`config.mk`:
```
export PLATFORM = sky130hd
export DESIGN_NAME = dram_block_master
export DESIGN_NICKNAME = d
export VERILOG_FILES = /design/src/rtl/dram_block_master.sv
export SDC_FILE = /design/constraint.sdc
export NUM_CORES = 2
export LEC_CHECK = 0
export ABC_AREA = 1
export CAP_MARGIN = 5
export CORE_MARGIN = 3
export CORE_UTILIZATION = 40
export CTS_CLUSTER_SIZE = 20
export DETAILED_ROUTE_END_ITERATION = 10
export PLACE_DENSITY = 0.78
export SYNTH_ARGS = -nofsm -noshare
export SYNTH_HDL_FRONTEND = slang
export SYNTH_SLANG_ARGS = --single-unit
```
`constraint.sdc`:
```
create_clock -name clk -period 1.46 [get_ports clk]
set_input_delay 0.292 -clock clk [delete_from_list [all_inputs] [get_ports clk]]
set_output_delay 0.292 -clock clk [all_outputs]
set_load 0.005 [all_outputs]
```
`src/rtl/dram_block_master.sv`:
```
// dram_block_master: L2-side initiator for the subblock-streamed DRAM port.
// It accepts one whole-block read or write at a time. A write is sent as a
// gap-free burst of strobed subblocks. A read issues one en pulse and then
// reassembles the returned subblocks by strobe index.
// Optional feature macro: DRAM_BLOCK_MASTER_CHECK_EN. It enables the sticky
// proto_err flag and the RD_COLLECT timeout.
module dram_block_master #(
    parameter int ADDR_BITS   = 32,
    parameter int BLOCK_BITS  = 256,
    parameter int SUBBLOCKS   = 4,
    parameter int STROBE_BITS = 2
) (
    input  logic                              clk,
    input  logic                              reset,
    input  logic                              req_valid,
    input  logic                              req_we,
    input  logic [ADDR_BITS-1:0]              req_addr,
    input  logic [BLOCK_BITS-1:0]             req_wdata,
    output logic                              req_ready,
    output logic                              rsp_valid,
    output logic [BLOCK_BITS-1:0]             rsp_rdata,
    output logic [ADDR_BITS-1:0]              addr,
    output logic                              en,
    output logic                              we,
    output logic [STROBE_BITS-1:0]            dinDstrobe,
    output logic [BLOCK_BITS/SUBBLOCKS-1:0]   din,
    input  logic [STROBE_BITS-1:0]            doutDstrobe,
    input  logic [BLOCK_BITS/SUBBLOCKS-1:0]   dout,
    input  logic                              dready,
    input  logic                              accR,
    input  logic                              accW,
    output logic                              proto_err
);
    localparam int SB = BLOCK_BITS / SUBBLOCKS;
    localparam logic [ADDR_BITS-1:0]   OFF_MASK = ADDR_BITS'(BLOCK_BITS / 8 - 1);
    localparam logic [STROBE_BITS-1:0] LAST     = STROBE_BITS'(SUBBLOCKS - 1);
    localparam logic [STROBE_BITS-1:0] ONE      = STROBE_BITS'(1);

    // DONE holds the rsp_valid cycle outside IDLE, so a new request is taken one cycle later
    typedef enum logic [2:0] {IDLE, RD_WAIT_ACC, RD_COLLECT, WR_WAIT, WR_SEND, DONE} state_t;

    state_t                          state;
    logic [SUBBLOCKS-1:0][SB-1:0]    wbuf;
    logic [SUBBLOCKS-1:0][SB-1:0]    rbuf;
    logic [SUBBLOCKS-1:0][SB-1:0]    rbuf_next;
    logic [STROBE_BITS-1:0]          cnt;
    logic [STROBE_BITS-1:0]          cnt_inc;
    logic                            tmo;

    assign req_ready = (state == IDLE);
    assign cnt_inc   = cnt + ONE;

    // Read buffer including the subblock arriving this cycle (used to publish on the last beat)
    always_comb begin
        rbuf_next = rbuf;
        if (dready) rbuf_next[doutDstrobe] = dout;
    end

`ifdef DRAM_BLOCK_MASTER_CHECK_EN
    logic [6:0] tmr;
    assign tmo = (state == RD_COLLECT) && tmr[6];

    // Sticky protocol checker plus RD_COLLECT residency timer
    always_ff @(posedge clk) begin
        if (reset) begin
            proto_err <= 1'b0;
            tmr       <= '0;
        end else begin
            tmr <= (state == RD_COLLECT) ? tmr + 7'd1 : 7'd0;
            if (dready && ((state != RD_COLLECT) || (doutDstrobe != cnt))) proto_err <= 1'b1;
            if (tmo && !(dready && (cnt == LAST))) proto_err <= 1'b1;
        end
    end
`else
    assign tmo       = 1'b0;
    assign proto_err = 1'b0;
`endif

    // Transaction FSM; every DRAM-facing output is registered here
    always_ff @(posedge clk) begin
        if (reset) begin
            state      <= IDLE;
            addr       <= '0;
            en         <= 1'b0;
            we         <= 1'b0;
            dinDstrobe <= '0;
            din        <= '0;
            rsp_valid  <= 1'b0;
            rsp_rdata  <= '0;
            wbuf       <= '0;
            rbuf       <= '0;
            cnt        <= '0;
        end else begin
            en        <= 1'b0;
            rsp_valid <= 1'b0;
            case (state)
                IDLE: begin
                    if (req_valid) begin
                        addr <= req_addr & ~OFF_MASK;
                        wbuf <= req_wdata;
                        cnt  <= '0;
                        if (req_we) begin
                            // accW already high: first subblock goes out next cycle
                            if (accW) begin
                                we         <= 1'b1;
                                dinDstrobe <= '0;
                                din        <= req_wdata[SB-1:0];
                                state      <= WR_SEND;
                            end else begin
                                state <= WR_WAIT;
                            end
                        end else begin
                            rbuf  <= '0;
                            state <= RD_WAIT_ACC;
                        end
                    end
                end
                RD_WAIT_ACC: begin
                    // Do not issue a read while a write may still be settling
                    if (accR && accW) begin
                        en    <= 1'b1;
                        state <= RD_COLLECT;
                    end
                end
                RD_COLLECT: begin
                    if (dready) begin
                        rbuf <= rbuf_next;
                        cnt  <= cnt_inc;
                        if (cnt == LAST) begin
                            rsp_rdata <= rbuf_next;
                            rsp_valid <= 1'b1;
                            state     <= DONE;
                        end
                    end else if (tmo) begin
                        rsp_valid <= 1'b1;
                        state     <= DONE;
                    end
                end
                WR_WAIT: begin
                    if (accW) begin
                        we         <= 1'b1;
                        dinDstrobe <= '0;
                        din        <= wbuf[0];
                        state      <= WR_SEND;
                    end
                end
                WR_SEND: begin
                    // Burst is not stalled by accW once started
                    if (cnt == LAST) begin
                        we         <= 1'b0;
                        dinDstrobe <= '0;
                        din        <= '0;
                        rsp_valid  <= 1'b1;
                        state      <= DONE;
                    end else begin
                        cnt        <= cnt_inc;
                        dinDstrobe <= cnt_inc;
                        din        <= wbuf[cnt_inc];
                    end
                end
                DONE: state <= IDLE;
                default: state <= IDLE;
            endcase
        end
    end
endmodule

```
==> summary.md <==
| Metric | Value |
|---|---|
| Outcome | finished with violations |
| Violated checks | negative setup slack |
| Grt ovf | 0 |
| Max IR drop VDD | ~0.0011 V |
| GRT Overall Usage | 0.2641 |
| Drt drc | 0 |
| Most frequent cell after synthesis | nand2_1 |
| Die area | 96,480 um2 |
| Vias in the first global route | 37,911 |
| Mean Syn Cell Area | 6.756 um2 |
| Power Density | 1636 nW/um2 |
| Clk root buf | clkbuf_16 |
| Via density | 5.337 |
| Synth Area in Simple Gates | 0.2536 |
| TritonCTS sink count | about 870 |
| Complex-gate fraction of the synthesized area | 0.1787 |
| Synth Instances | 5,494 |
| Die height | 310.6 um |
| Total core area | between 90,000 and 100,000 um2 |
| Top delay family on crit path | buffers and inverters |
| Worst EP required | about 2.0 ns |
| Max Clock Skew | 0.04793 ns |
| Skew-Pair Late Insertion Delay | 0.67 ns |
| Most common flop cell mapped by yosys | dfxtp_1 |
| Final setup violation count | 840 |
| Clk buf depth | 3 |
| Leakage | 24.09 nW |
| CTS tree | built |
| Port Buffer Count | 708 |
| # IOs | 720 |
| Tcrit/Tclk final | 1.291 |
| Row count | ~110 |
| Initial antenna violation count | 14 |
| Area grow syn2layout | 43.07% |
| CP Data Arrival Time | 2.43 ns |
| Largest net degree at the start of global routing | 99 |
| Drt initial violations | between 4,000 and 5,000 |
| Yosys top cell by area | dfxtp_1 |
| Crit-path max cell delay | 0.36 ns |
| Largest family of logic cells by synthesized area | simple AND/OR/NAND/NOR gates |
| DR WL/cell | 18.55 um |
| EDFF count, synth | 0 |
| Pwr Total | 0.08686 W |
| Synth top area share | 0.4687 |
| DR vias | about 40,000 |
| Yosys cell types | 26 |
| Area share of xor/xnor cells in the synthesized design | 0 |
| Multiplexer share of the synthesized area | 0 |
| Initial Util | 0.4043 |
| Layout net count | between 6,000 and 7,000 |
| Crit path kind | reg -> reg |
| Synthesized area | 37,120 um2 |
| Final GP Congestion | 0.9136 |
| First-pass GRT wire length | 208.2 mm |
| Final worst setup slack | -0.4249 ns |
| CP Buf/Inv Count | 5 |
| Crit Path Max Fanout | 34 |
| Largest cells by area after synthesis | dfxtp_1 (47%), nand2_1 (15%), o21ai_0 (9.0%) |
| Die Wd | 310.6 um |
| CP Cell Sequence | buf_6 > nor2_4 > nand2_4 > nor3_4 > buf_12 > buf_4 > inv_12 > buf_12 > nor2_1 > nor2_1 |
| Hold Crit Class | in -> reg |
| Post-Route WL | approximately 140 mm |
| Fin util | 0.5784 |
| CTS Buf Count | 90 |
| Dpl hpwl | 88.14 mm |
| Slew headroom | 0.6067 |
| Number of H-tree levels | 3 |
| Worst-Margin Slew | just under 0.6 ns |
| Pre-CTS setup slack | -0.7004 ns |
| Post-synth ARST share | 0 |
| Final ANT Viol Nets | 0 |
| Commonest cells in the netlist | nand2_1 (1,458), dfxtp_1 (869), nor2_1 (714) |
| Peak Freq | between 500 and 600 MHz |
| Drt first pass iters | 8 |
| Worst-path clk slew | ~0.07 ns |
| Max-cap violations | 0 |
| Final TNS setup | -192.45 ns |
| Slew Viols, Final | 0 |
| CP endpoint kind | register |
| Synthesis Warnings | 0 |
| Tmin final | about 1.9 ns |
| Slowest cell on crit path | dfxtp_4 |
| FF+latch count, synth | 869 |
| Layout cells sized above 1 | 0.2412 |
| Hold Violations, Final | 0 |
| RSZ-0062 raised after global routing | yes |
| Sequential area share after synthesis | 0.4687 |
| Worst setup SP type | register |
| Adder-Cell Fraction of Synth Area | 0.0003371 |
[registers in the layout (all words and copies together), names as in the netlist]
signal / count
wbuf: 256
din: 64
state: 3
we: 1
cnt: 2
dinDstrobe: 2
rsp_valid: 1
rbuf: 256
en: 1
rsp_rdata: 256
addr: 27
[cell families after synthesis]
logic type	Yosys count
other cells	1
simple gates	2415
fa+ha+maj	1
flops	869
compound gates	1324
buf+inv	884
[timing repair]
item | in CTS | in global routing
setup buffers | 57 | 12
gates resized for setup | 1982 | 288
hold endpoints to repair | 21 | 0
gates cloned | 22 | 32
pin swaps | 77 | 82
setup endpoints to repair | 1220 | 907
hold buffers | 1 | 0
[routing by layer]
| layer | part of all wire | up-vias | track usage | wire length [um] |
|---|---|---|---|---|
| met4 | 0.051 | 12 | 0.1217 | 7205 |
| met2 | 0.46 | 2375 | 0.4301 | 64990 |
| met5 | 0.00058 | - | 0 | 82 |
| met1 | 0.39 | 18938 | 0.3365 | 55140 |
| met3 | 0.10 | 443 | 0.05401 | 14460 |
| li1 | - | 19058 | - | - |
[report_power, final]
group / leakage, nW / internal, W / switching (W) / total, W
clock: 1.57 / 0.0144 / 0.0102 / 0.0246
combinational: 15.3 / 0.0148 / 0.0187 / 0.0335
sequential: 7.23 / 0.0273 / 0.00145 / 0.0287
total: 24.1 / 0.0564 / 0.0304 / 0.0869
[final cells by class]
type,count,area (um2)
fill,7797,38700
sequential,869,17830
multi-input combinational,3747,17230
timing repair buffer,1150,11520
clock buffer,122,2524
inverter,464,1774
tap,1243,1555
clock inverter,44,650.6
antenna,10,25.02
[worst register-to-register path, cell delays in order (launching register included)]
cell and delay (ns):
dfxtp_4 0.36, buf_6 0.13, nor2_4 0.12, nand2_4 0.07, nor3_4 0.22, buf_12 0.15
buf_4 0.16, inv_12 0.10, buf_12 0.25, nor2_1 0.16, nor2_1 0.09
[stage by stage]
| stage | hold slack [ns] | cell area (um2) | std cells |
|---|---|---|---|
| 2_1_floorplan | 0.4292 | 37240 | 5499 |
| 3_3_place_gp | 0.4354 | 47550 | 7359 |
| 3_5_place_dp | 0.4375 | 47550 | 7359 |
| 4_1_cts | 0.1539 | 51420 | 7604 |
| 5_1_grt | 0.1937 | 53090 | 7643 |
| 6_report | 0.2035 | 53100 | 7649 |
[final timing paths]
path / cells past startpoint / startpoint / slack, ns / end
setup / recovery: 10 / state[0] / -0.42 / rsp_rdata[182]
setup reg to reg: 10 / state[0] / -0.42 / rsp_rdata[182]
hold reg to reg: 2 / wbuf[247] / 0.45 / wbuf[247]
hold / removal: 3 / req_addr[9] / 0.20 / addr[9]
[cell usage in the layout, fill, tap and decap left out, types with 3 or more instances in the layout]
master and n:
nor2_1 645, clkinv_16 4, nand2_1 1357, inv_1 456, nand2_4 55, buf_12 92
o21ai_2 7, diode_2 10, bufbuf_16 6, dfxtp_1 539, dfxtp_4 9, nand3_1 218
conb_1 6, o21ai_1 58, dfxtp_2 321, a21oi_2 60, nor2_2 59, clkdlybuf4s50_1 354
o21ai_0 643, clkbuf_16 118, a21oi_1 554, nand3_4 3, nand3_2 8, buf_4 232
clkinv_2 25, buf_8 17, buf_6 86, nor2_4 15, clkbuf_1 18, bufinv_16 12
nand2_2 49, buf_16 27, clkbuf_8 13, buf_2 308, inv_2 3
Power figures use the tool's default switching activity.
